### src/rtl/debug_dump_engine.sv
`timescale 1ns/1ps
`default_nettype none
//============================================================================
// Module      : debug_dump_engine
// Description : Serial readout sequencer for the MIPS debug path. On i_start
//               it streams PC, an optional range of register-bank words and
//               an optional range of data-memory words (little-endian, one
//               UART byte at a time), then a trailing XOR checksum byte.
//               It drives the register-bank and data-memory debug read ports
//               directly (1-cycle read latency).
// Ports       : i_clock/i_reset (async active-low), i_start, i_abort, i_mode
//               (00 all, 01 PC, 10 PC+regs, 11 PC+mem), i_pc_value,
//               i_rb_data/o_rb_addr/o_rb_read_enable, i_mem_data/o_mem_addr/
//               o_mem_read_enable, o_tx_data/o_tx_start/i_tx_done (UART),
//               o_busy, o_done, o_byte_count.
// Revision    : 1.0 - initial release
//============================================================================
module debug_dump_engine #(
    parameter int NB_BYTE     = 8,
    parameter int NB_DATA     = 32,
    parameter int N_REGS      = 32,
    parameter int NB_RB_ADDR  = 5,
    parameter int N_MEM_WORDS = 32,
    parameter int NB_MEM_ADDR = 5,
    parameter int NB_COUNT    = 16
) (
    input  logic                   i_clock,
    input  logic                   i_reset,
    input  logic                   i_start,
    input  logic                   i_abort,
    input  logic [1:0]             i_mode,
    input  logic [NB_DATA-1:0]     i_pc_value,
    input  logic [NB_DATA-1:0]     i_rb_data,
    input  logic [NB_DATA-1:0]     i_mem_data,
    input  logic                   i_tx_done,
    output logic [NB_RB_ADDR-1:0]  o_rb_addr,
    output logic                   o_rb_read_enable,
    output logic [NB_MEM_ADDR-1:0] o_mem_addr,
    output logic                   o_mem_read_enable,
    output logic [NB_BYTE-1:0]     o_tx_data,
    output logic                   o_tx_start,
    output logic                   o_busy,
    output logic                   o_done,
    output logic [NB_COUNT-1:0]    o_byte_count
);

    localparam int c_BYTES   = NB_DATA / NB_BYTE;
    localparam int c_NB_BIDX = (c_BYTES > 1) ? $clog2(c_BYTES) : 1;
    localparam logic [c_NB_BIDX-1:0]   c_LAST_BYTE = c_NB_BIDX'(c_BYTES - 1);
    localparam logic [NB_RB_ADDR-1:0]  c_LAST_RB   = NB_RB_ADDR'(N_REGS - 1);
    localparam logic [NB_MEM_ADDR-1:0] c_LAST_MEM  = NB_MEM_ADDR'(N_MEM_WORDS - 1);

    // Which part of the frame the word in r_shift belongs to
    localparam logic [1:0] c_SEC_PC  = 2'd0;
    localparam logic [1:0] c_SEC_RB  = 2'd1;
    localparam logic [1:0] c_SEC_MEM = 2'd2;
    localparam logic [1:0] c_SEC_CHK = 2'd3;

    typedef enum logic [3:0] {
        S_IDLE    = 4'd0,
        S_LOAD_PC = 4'd1,
        S_RB_REQ  = 4'd2,
        S_RB_CAP  = 4'd3,
        S_MEM_REQ = 4'd4,
        S_MEM_CAP = 4'd5,
        S_SEND    = 4'd6,
        S_WAIT_TX = 4'd7,
        S_CHK     = 4'd8,
        S_DONE    = 4'd9
    } state_t;

    state_t                   r_state;
    state_t                   w_next;
    state_t                   w_after_word;
    logic [1:0]               r_mode;
    logic [1:0]               r_section;
    logic [NB_DATA-1:0]       r_shift;
    logic [c_NB_BIDX-1:0]     r_byte_idx;
    logic [NB_RB_ADDR-1:0]    r_rb_idx;
    logic [NB_MEM_ADDR-1:0]   r_mem_idx;
    logic [NB_BYTE-1:0]       r_chk;
    logic [NB_COUNT-1:0]      r_byte_count;
    logic                     w_regs_en;
    logic                     w_mem_en;
    logic                     w_last_byte;

    assign w_regs_en   = (r_mode == 2'b00) || (r_mode == 2'b10);
    assign w_mem_en    = (r_mode == 2'b00) || (r_mode == 2'b11);
    // The checksum is a single byte; every other section sends a full word
    assign w_last_byte = (r_section == c_SEC_CHK) || (r_byte_idx == c_LAST_BYTE);

    always_ff @(posedge i_clock or negedge i_reset) begin
        if (!i_reset) r_state <= S_IDLE;
        else          r_state <= w_next;
    end

    always_comb begin
        w_next       = r_state;
        w_after_word = S_CHK;
        // Successor once the last byte of the current word is acknowledged
        case (r_section)
            c_SEC_PC: begin
                if (w_regs_en)     w_after_word = S_RB_REQ;
                else if (w_mem_en) w_after_word = S_MEM_REQ;
                else               w_after_word = S_CHK;
            end
            c_SEC_RB: begin
                if (r_rb_idx != c_LAST_RB) w_after_word = S_RB_REQ;
                else if (w_mem_en)         w_after_word = S_MEM_REQ;
                else                       w_after_word = S_CHK;
            end
            c_SEC_MEM: begin
                if (r_mem_idx != c_LAST_MEM) w_after_word = S_MEM_REQ;
                else                         w_after_word = S_CHK;
            end
            default: w_after_word = S_DONE;
        endcase

        case (r_state)
            S_IDLE:    if (i_start) w_next = S_LOAD_PC;
            S_LOAD_PC: w_next = S_SEND;
            S_RB_REQ:  w_next = S_RB_CAP;
            S_RB_CAP:  w_next = S_SEND;
            S_MEM_REQ: w_next = S_MEM_CAP;
            S_MEM_CAP: w_next = S_SEND;
            S_CHK:     w_next = S_SEND;
            S_SEND:    w_next = S_WAIT_TX;
            S_WAIT_TX: if (i_tx_done) w_next = w_last_byte ? w_after_word : S_SEND;
            S_DONE:    w_next = S_IDLE;
            default:   w_next = S_IDLE;
        endcase

        if (i_abort) w_next = S_IDLE;
    end

    // Datapath; an abort freezes everything (including the byte count)
    always_ff @(posedge i_clock or negedge i_reset) begin
        if (!i_reset) begin
            r_mode       <= 2'b00;
            r_section    <= c_SEC_PC;
            r_shift      <= '0;
            r_byte_idx   <= '0;
            r_rb_idx     <= '0;
            r_mem_idx    <= '0;
            r_chk        <= '0;
            r_byte_count <= '0;
        end else if (!i_abort) begin
            case (r_state)
                S_IDLE: begin
                    if (i_start) begin
                        r_mode       <= i_mode;
                        r_chk        <= '0;
                        r_byte_count <= '0;
                        r_rb_idx     <= '0;
                        r_mem_idx    <= '0;
                    end
                end
                S_LOAD_PC: begin
                    r_shift    <= i_pc_value;
                    r_byte_idx <= '0;
                    r_section  <= c_SEC_PC;
                end
                S_RB_CAP: begin
                    r_shift    <= i_rb_data;
                    r_byte_idx <= '0;
                    r_section  <= c_SEC_RB;
                end
                S_MEM_CAP: begin
                    r_shift    <= i_mem_data;
                    r_byte_idx <= '0;
                    r_section  <= c_SEC_MEM;
                end
                S_CHK: begin
                    r_shift    <= NB_DATA'(r_chk);
                    r_byte_idx <= '0;
                    r_section  <= c_SEC_CHK;
                end
                S_WAIT_TX: begin
                    if (i_tx_done) begin
                        r_chk <= r_chk ^ r_shift[NB_BYTE-1:0];
                        if (r_byte_count != '1)
                            r_byte_count <= r_byte_count + NB_COUNT'(1);
                        if (!w_last_byte) begin
                            r_shift    <= r_shift >> NB_BYTE;
                            r_byte_idx <= r_byte_idx + c_NB_BIDX'(1);
                        end else if ((r_section == c_SEC_RB) && (r_rb_idx != c_LAST_RB)) begin
                            r_rb_idx <= r_rb_idx + NB_RB_ADDR'(1);
                        end else if ((r_section == c_SEC_MEM) && (r_mem_idx != c_LAST_MEM)) begin
                            r_mem_idx <= r_mem_idx + NB_MEM_ADDR'(1);
                        end
                    end
                end
                default: ;
            endcase
        end
    end

    assign o_rb_addr         = r_rb_idx;
    assign o_mem_addr        = r_mem_idx;
    assign o_rb_read_enable  = (r_state == S_RB_REQ);
    assign o_mem_read_enable = (r_state == S_MEM_REQ);
    assign o_tx_data         = r_shift[NB_BYTE-1:0];
    assign o_tx_start        = (r_state == S_SEND);
    assign o_busy            = (r_state != S_IDLE);
    assign o_done            = (r_state == S_DONE);
    assign o_byte_count      = r_byte_count;

endmodule
`default_nettype wire
### config.mk
export PLATFORM = sky130hd
export DESIGN_NAME = debug_dump_engine
export DESIGN_NICKNAME = d
export VERILOG_FILES = /design/src/rtl/debug_dump_engine.sv
export SDC_FILE = /design/constraint.sdc
export NUM_CORES = 1
export LEC_CHECK = 0
export ABC_AREA = 1
export CAP_MARGIN = 20
export CORE_UTILIZATION = 45
export CTS_BUF_LIST = sky130_fd_sc_hd__clkbuf_8
export DETAILED_ROUTE_END_ITERATION = 12
export PLACE_DENSITY_LB_ADDON = 0.05
export SLEW_MARGIN = 20
export SYNTH_ARGS = -nofsm -noshare
export SYNTH_HDL_FRONTEND = slang
export SYNTH_SLANG_ARGS = --single-unit
### constraint.sdc
create_clock -name i_clock -period 1.9 [get_ports i_clock]
set_input_delay 0.285 -clock i_clock [delete_from_list [all_inputs] [get_ports i_clock]]
set_output_delay 0.285 -clock i_clock [all_outputs]
set_load 0.1 [all_outputs]
# Yosys cells after proc, flatten, opt, wreduce, memory -nomap -nowiden
# Cells that the tools add are included.
[word_totals] ff_bits=76 latch_bits=0 ram_bits=0 mem_bits_ro=0 memories=0
[op_classes] addsub=4 multipliers=0 div_mod_pow=0 magnitude_cmp=0 eq_ne=28 shifts=0 n_mux=34 bitwise_logic=2 n_reduce_logical=23
[ops] cell="32-bit one-hot mux with 5 select lines" n=1
[ops] cell="32-bit two-way mux" n=2
[ops] cell="16-bit two-way mux" n=3
[ops] cell="5-bit two-way mux" n=8
[ops] cell="4-bit two-way mux" n=8
[ops] cell="16-bit one-hot mux with 2 select lines" n=1
[ops] cell="4-bit one-hot mux with 6 select lines" n=1
[ops] cell="5-bit one-hot mux with 2 select lines" n=2
[ops] cell="16-bit by 1-bit adder with 16-bit output, second input constant" n=1
[ops] cell="4-bit by 3-bit equality test with 1-bit output, second input constant" n=4
[ops] cell="8-bit two-way mux" n=2
[ops] cell="16-bit != test, second input constant" n=1
[ops] cell="2-bit != test, second input constant" n=8
[ops] cell="8-bit one-hot mux with 2 select lines" n=1
[ops] cell="4-bit one-hot mux with 3 select lines" n=1
[ops] cell="4-bit AND reduction" n=3
[ops] cell="5-bit by 1-bit adder with 5-bit output, second input constant" n=2
[ops] cell="2-bit equality test, second input constant" n=5
[ops] cell="5-bit != test, second input constant" n=2
[ops] cell="4-bit by 2-bit equality test with 1-bit output, second input constant" n=2
[ops] cell="4-bit equality test, second input constant" n=2
[ops] cell="2-bit one-hot mux with 4 select lines" n=1
[ops] cell="4-bit nonzero test" n=2
[ops] cell="8-bit bitwise XOR" n=1
[ops] cell="other kinds (19)" n=27

# Logic depth before layout (Yosys ltp)
# Gate-level depths: netlist of run 1.
[logic_depth] ltp_word=9 ltp_mapped=12 mapped_depth_nobuf=12

# Worst setup path after synthesis of run 1
# OpenSTA, ideal clock, no wires.
[synth_timing] path_kind="flip-flop to output port" from="register r_state[3]" to="output port o_done" arrival_time_ns=3.435 required_time_ns=1.615 path_slack_ns=-1.820 path_stages_with_launch=3 n_path_buf=0 path_cell_list="dfrtp_1 -> inv_2 -> nor4_1"
[synth_via] elab_chain_cells=1
[synth_lines] element="start: declaration" line="72" source="state_t r_state;"
[synth_lines] element="start signal: assignment" line="94" source="else r_state <= w_next;"
[synth_lines] element="4-bit equality test" line="205" source="assign o_done = (r_state == S_DONE);"
[synth_lines] element="end: declaration" line="43" source="output logic o_done,"
# Every way passes these cells.

# Worst setup path in the final report of run 1
[layout_timing] from="register r_state[3]" to="output port o_tx_start"
[layout_via] elab_chain_cells=1
[layout_lines] element="4-bit by 3-bit equality test with 1-bit output" line="203" source="assign o_tx_start = (r_state == S_SEND);"
[layout_lines] element="end: declaration" line="41" source="output logic o_tx_start,"
# Every way passes these cells.

==> results.py, run 1 <==
metrics = {
    "floorplan": {
        "dieArea_mm2": 0.0114,
        "die_w_um": 107,
        "io_pins": 142,
        "die_h_um": 107,
        "rows": 37,
        "core_mm2": 0.0105,
        "start_util_pct": 47.2,
    },
    "critical_path": {
        "path_delay_family": "flip-flops",
        "crit_path_cell_trace": "buf_4, nor2_2, nand2_2, nor2_2, buf_12",
        "arrival_ps": 1560,
        "reg2reg_depth": 8,
        "setup.worst_path.class": "flip-flop to output port",
        "crit_start": "r_state[3]",
        "worstPathMaxFanout": 3,
        "slowest_delay_ps": 430,
        "cp-end-kind": "output port",
        "reg2reg_to": "r_shift[27]",
        "ff2ff_setup_slack_ps": 130,
        "reg2reg_from": "r_state[1]",
        "critPathBufInv": 2,
        "cp.required_ps": 1620,
        "cp_common_cell": "nor2_2",
        "cp_slowest_cell": "dfrtp_1",
        "worstSetupStartpointType": "flip-flop",
    },
    "cells_and_area": {
        "diodes": 0,
        "synthToLayoutAreaGrowth_pct": 39.5,
        "fin_cells": 1032,
        "drive_gt1_share_pct": 15.2,
        "fill_cells": 943,
        "nets": 1004,
    },
    "yosys": {
        "synth_compound_area_share_pct": 5.75,
        "yosys_warnings": 0,
        "ys_ff_latch": 76,
        "yosys_most_used_dff": "dfrtp_1",
        "synth_top_family_by_area": "simple AND/OR/NAND/NOR gates",
        "ys_types": 32,
        "synthArstFlopShare_pct": 100,
        "synth.area.mux_share_pct": 0,
        "synth_fa_ha_area_share_pct": 2.52,
        "syn-num-nets": 862,
        "synth_area_mm2": 0.00496,
        "yosysSeqAreaShare_pct": 38.4,
        "netlist_instances": 749,
        "synth_simple_gate_area_share_pct": 44.3,
        "synth-xor-area-share_pct": 1.24,
        "synth-edff-count": 0,
        "syn_avg_cell_area_um2": 6.62,
    },
    "detailed_routing": {
        "routedWlPerCell_um": 13.1,
        "final_antenna_net_count": 0,
        "vias": 5238,
        "drc": 0,
        "vias_per_cell": 5.08,
        "drt_iter0_markers": 312,
        "drt-pass1-iter-count": 4,
        "wirelength_mm": 13.5,
    },
    "power": {
        "p_leak_nw": 3.53,
        "pwr-share-clk_pct": 22.5,
        "switching_power_mw": 2.53,
        "ir_worst_vdd_uv": 678,
        "netSwitchingFraction_pct": 41.4,
        "seq_power_share_pct": 38.9,
        "p_int_mw": 3.59,
        "powerDensity_mw_per_mm2": 885,
        "p_comb_share_pct": 38.6,
    },
    "timing": {
        "setup_viol": 0,
        "fin_worst_skew_ps": 19.1,
        "drv_slew": 0,
        "setup_ws_ps": 51.8,
        "fin_crit_sh_pct": 97.3,
        "tightest_slew_ps": 367,
        "clock.fmax_ghz": 0.541,
        "hold_viol_final": 0,
        "min_period_ps": 1850,
        "slew_headroom_pct": 75.5,
    },
    "clock_tree": {
        "cts.clk_slew.worst_paths_ps": 90,
        "cts_tree": "built",
        "htree_levels": 3,
        "clockRootBuffer": "clkbuf_8",
        "clk_path_buf_depth": 2,
        "cts_buffers": 9,
        "worstSkewPairLatency_ps": 340,
        "clock_sinks": 76,
    },
    "global_routing": {
        "grt_start_max_net_pins": 52,
        "grt_usage_pct": 24.9,
        "grt_antenna_before_repair": 0,
        "grt_overflow_total": 0,
        "grt_pass1_wl_mm": 22.7,
        "grt_pass1_vias": 5070,
    },
    "placement": {
        "gp_congestion": 0.939,
        "dp_cells": 1011,
        "pre_cts_slack_ps": 53.6,
        "dpl.hpwl_mm": 9.85,
        "portBuffers": 141,
    },
    "hold_path": {
        "hold_path.class": "primary input to async pin",
    },
    "outcome": {
        "outcome": "finished clean",
    },
    "flow_run": {
        "drv_cap": 0,
    },
}
-- flip-flops by register name, indices dropped and copies added (netlist names) --
signal / flops
r_state: 4
r_section: 2
o_byte_count: 16
r_chk: 8
r_byte_idx: 2
r_mode: 2
o_mem_addr: 5
r_shift: 32
o_rb_addr: 5
-- placed cells by master, fill, tap and decap left out, types with 2 or more instances in the layout --
cell and instances:
xor2_1 7, o21ai_0 10, inv_1 36, nor2_1 44, dfrtp_1 64, ha_2 2, nor2_8 3, clkdlybuf4s50_1 101
clkbuf_8 10, nor2_4 3, nand2_4 3, nor2_2 10, a21oi_1 27, nand2_1 362, nand2_2 11, dfrtp_4 2
nand3_1 72, or2_2 2, dfrtp_2 10, inv_2 8, bufinv_16 2, ha_1 8, buf_4 45, nand4_1 6
buf_12 16, o21ai_1 14, nand3b_1 3, buf_6 2, o21ai_2 2
-- cells in the mapped netlist, types with 2 or more instances --
master / number / share of area, %
inv_2: 7 / 0.53
buf_4: 9 / 1.4
o21ai_1: 13 / 1.3
nor2_4: 2 / 0.45
or2_2: 2 / 0.25
xor2_1: 7 / 1.2
nand2_1: 369 / 28
clkbuf_1: 4 / 0.30
nand4_1: 6 / 0.76
ha_1: 10 / 2.5
nand3_1: 73 / 7.4
nor2_2: 3 / 0.38
nor2_1: 52 / 3.9
dfrtp_1: 76 / 38
nor2_8: 3 / 1.2
buf_1: 3 / 0.23
nand2_4: 3 / 0.68
a21oi_1: 27 / 2.7
buf_2: 13 / 1.3
nand3b_1: 3 / 0.45
nand2_2: 3 / 0.38
inv_1: 35 / 2.6
o21ai_0: 12 / 1.2
buf_6: 6 / 1.4
-- what timing repair did --
item / 4_1_cts / 5_1_grt
buffers inserted: 0 / 3
gates cloned: 0 / 1
endpoints found under the setup margin: 2 / 57
pin swaps: 1 / 5
hold buffers: 1 / 0
gates resized for setup: 3 / 21
endpoints found under the hold margin: 25 / 0
-- through the flow --
step | power (mW) | setup TNS (ps) | hold WS, ps | area [um^2] | util (%)
global placement | 4.67 | 0 | 226 | 6610 | 62.9
CTS | 6.12 | 0 | 388 | 6850 | 65.1
finish | 6.12 | 0 | 394 | 6920 | 65.8
global route | 6.51 | -55.7 | 415 | 6920 | 65.8
floorplan | 4.06 | -5290 | -10.6 | 5000 | -
detailed placement | 4.72 | 0 | 231 | 6610 | 62.9
-- final cells by class --
cell class	instances	area (um^2)	share of cell area, %
well taps	136	170	2.46
inverters	43	161	2.33
repair buffers	165	1700	24.6
clock inverters	6	80.1	1.16
flip-flops and latches	76	1920	27.8
clock buffers	10	138	1.99
multi-input cells	596	2750	39.7
-- cell families after synthesis --
kind of cell / count (synthesis)
buf+inv: 78
compound gates: 55
simple gates: 523
flops: 76
fa+ha+maj: 10
xor+xnor: 7
-- metal layers --
metal | vias up | track usage [%] | wire length (um)
met5 | - | 0 | 0
met4 | 0 | 8.41 | 177
met3 | 16 | 3.95 | 646
met2 | 157 | 44.0 | 6830
met1 | 2437 | 30.6 | 5840
li1 | 2628 | - | -
-- power groups by stage --
stage          Sequential [mW]  Clock (mW)  Combinational [mW]
4_1_cts                   2.37        1.41                2.34
6_report                  2.38        1.38                2.36
2_1_floorplan             2.30           0                1.76
5_1_grt                   2.44        1.48                2.58
3_3_place_gp              2.38           0                2.29
3_5_place_dp              2.39           0                2.33
-- worst register-to-register path, delay by kind of cell (launching register included) --
kind                   cells  cell delay, ps
buffers and inverters      1             190
and+or+nand+nor            7            1040
DFF                        1             470
-- how the worst max path moves through the flow --
stage,slack [ps],endpoint,cells after the start
finish,50,o_tx_start,5
global route,-20,o_tx_start,5
CTS,3,o_mem_read_enable,4
detailed placement,50,r_shift[13],8
global placement,130,r_shift[1],8
floorplan,-360,o_rb_read_enable,3
No activity file was read; power rests on OpenSTA's default activity.
==> run 2, diff against run 1 <==
- clock period: 1.9 -> 2 ns (I/O delays scaled with it)
==> run 2 against run 1 <==
  * Sequential cell count unchanged
  * Sequential share of layout area increased by 0.50 points
  * Cell area decreased by 2.3%
  * Highest routed layer unchanged
  * Non-clock buffer count decreased by 12
  * Critical path type unchanged
  * Clock skew decreased by 9.8 ps
  * Sequential power decreased by 5%
  * Total power decreased by 3.4%
==> results.py, run 2 (synthesis results as in run 1) <==
metrics = {
    "clock_tree": {
        "worstSkewPairLatency_ps": 350,
        "cts_setup_buffers": 0,
        "cts_tree": "built",
        "clock_sinks": 76,
        "htree_levels": 3,
        "cts_buffers": 9,
        "clockRootBuffer": "clkbuf_8",
        "cts.clk_slew.worst_paths_ps": 80,
        "clk_path_buf_depth": 2,
    },
    "timing": {
        "setup_viol": 0,
        "clock.fmax_ghz": 0.527,
        "fin_worst_skew_ps": 9.21,
        "hold_viol_final": 0,
        "setup_ws_ps": 101,
        "fin_crit_sh_pct": 94.9,
        "min_period_ps": 1900,
        "drv_slew": 0,
        "slew_headroom_pct": 73.1,
        "tightest_slew_ps": 403,
    },
    "placement": {
        "dp_cells": 1002,
        "pre_cts_slack_ps": 170,
        "portBuffers": 141,
        "gp_congestion": 0.856,
        "dpl.hpwl_mm": 9.72,
    },
    "power": {
        "p_leak_nw": 3.48,
        "ir_worst_vdd_uv": 444,
        "powerDensity_mw_per_mm2": 875,
    },
    "critical_path": {
        "path_delay_family": "simple AND/OR/NAND/NOR gates",
        "critPathBufInv": 2,
        "setup.worst_path.class": "flip-flop to output port",
        "reg2reg_from": "r_state[3]",
        "slowest_delay_ps": 460,
        "arrival_ps": 1600,
        "cp_slowest_cell": "dfrtp_1",
        "cp.required_ps": 1700,
        "worstPathMaxFanout": 5,
        "worstSetupStartpointType": "flip-flop",
        "cp-end-kind": "output port",
        "crit_path_cell_trace": "nor2_1, inv_1, nor2_2, buf_12",
        "crit_start": "r_state[1]",
    },
    "global_routing": {
        "globalRouteMet2Util_pct": 42.0,
        "grt_pass1_wl_mm": 21.8,
        "grt_overflow_total": 0,
        "grt_start_max_net_pins": 49,
        "grt_pass1_vias": 4764,
        "met3_usage_pct": 3.89,
        "use_met1_pct": 29.6,
        "grt_usage_pct": 24.1,
        "grt_antenna_before_repair": 0,
        "grt_busiest_layer": "met2",
    },
    "detailed_routing": {
        "drc": 0,
        "wirelength_mm": 13.3,
        "drt_iter0_markers": 346,
        "drt-pass1-iter-count": 4,
        "vias_per_cell": 4.99,
        "routedWlPerCell_um": 13.0,
        "vias": 5088,
        "final_antenna_net_count": 0,
    },
    "flow_run": {
        "drv_cap": 0,
    },
    "hold_path": {
        "hold_path.class": "primary input to async pin",
    },
    "cells_and_area": {
        "fin_cells": 1019,
        "regMostFlops": "r_shift",
        "nets": 991,
        "final_common_cell": "nand2_1",
        "diodes": 0,
        "fill_cells": 952,
        "drive_gt1_share_pct": 12.0,
        "most-common-layout-cells": "368 x nand2_1, 101 x clkdlybuf4s50_1, 73 x nand3_1, 69 x dfrtp_1, 47 x nor2_1",
        "synthToLayoutAreaGrowth_pct": 36.3,
        "largest_register_ffs": 32,
    },
    "floorplan": {
        "dieArea_mm2": 0.0114,
        "die_w_um": 107,
        "core_mm2": 0.0105,
        "start_util_pct": 47.2,
        "io_pins": 142,
        "die_h_um": 107,
        "rows": 37,
    },
    "outcome": {
        "outcome": "finished clean",
    },
}
run 2: path summary, 6_finish.rpt:
kind | to | slack (ps) | depth (start not counted)
min in group i_clock | r_shift[24] | 480 | 2
setup / recovery | o_mem_read_enable | 100 | 4
hold reg to reg | r_shift[24] | 480 | 2
hold / removal | o_rb_addr[3] | 410 | 2
max in group asynchronous | r_section[1] | 990 | 3
setup reg to reg | r_chk[0] | 110 | 9
run 2: layout make-up:
cell class | instances | area [um^2] | share of cell area, %
clock buffers | 10 | 138 | 2.04
clock inverters | 6 | 111 | 1.65
inverters | 43 | 161 | 2.39
multi-input cells | 595 | 2710 | 40.1
flip-flops and latches | 76 | 1910 | 28.3
well taps | 136 | 170 | 2.52
repair buffers | 153 | 1550 | 23.0
run 2: worst reg2reg max path, stage by stage, from the launching register on:
cell and delay [ps]:
dfrtp_1 490, inv_2 170, nand2_2 100, nor2_4 210, nand2_2 110, nand3_1 200
inv_2 80, nand2_1 270, nand2_1 100, nor2_1 100
run 2: report_power, final:
part	leakage (nW)	total, mW	internal [mW]	switching (mW)
Combinational	2.37	2.19	0.719	1.47
Sequential	0.987	2.26	1.93	0.330
Clock	0.122	1.46	0.863	0.599
Total	3.48	5.91	3.51	2.40
run 2: repair_timing:
action | 4_1_cts | 5_1_grt
hold buffers | 1 | 0
endpoints found under the hold margin | 28 | 0
resized for setup | 0 | 4
setup endpoints to repair | 0 | 27
run 2: stage by stage:
stage               hold slack [ps]  util (%)  power, mW  area [um^2]  setup TNS, ps
floorplan                      4.41         -       3.85         4990          -3140
global placement                255      61.7       4.42         6480              0
detailed placement              262      61.7       4.47         6480              0
CTS                             421      64.1       5.94         6740              0
global route                    453      64.3       6.24         6760          -3.33
finish                          409      64.3       5.91         6760              0
run 2: layer usage:
metal,vias up,wire [um]
li1,2598,-
met1,2301,5780
met2,171,6450
met3,18,762
met4,0,264
met5,-,0
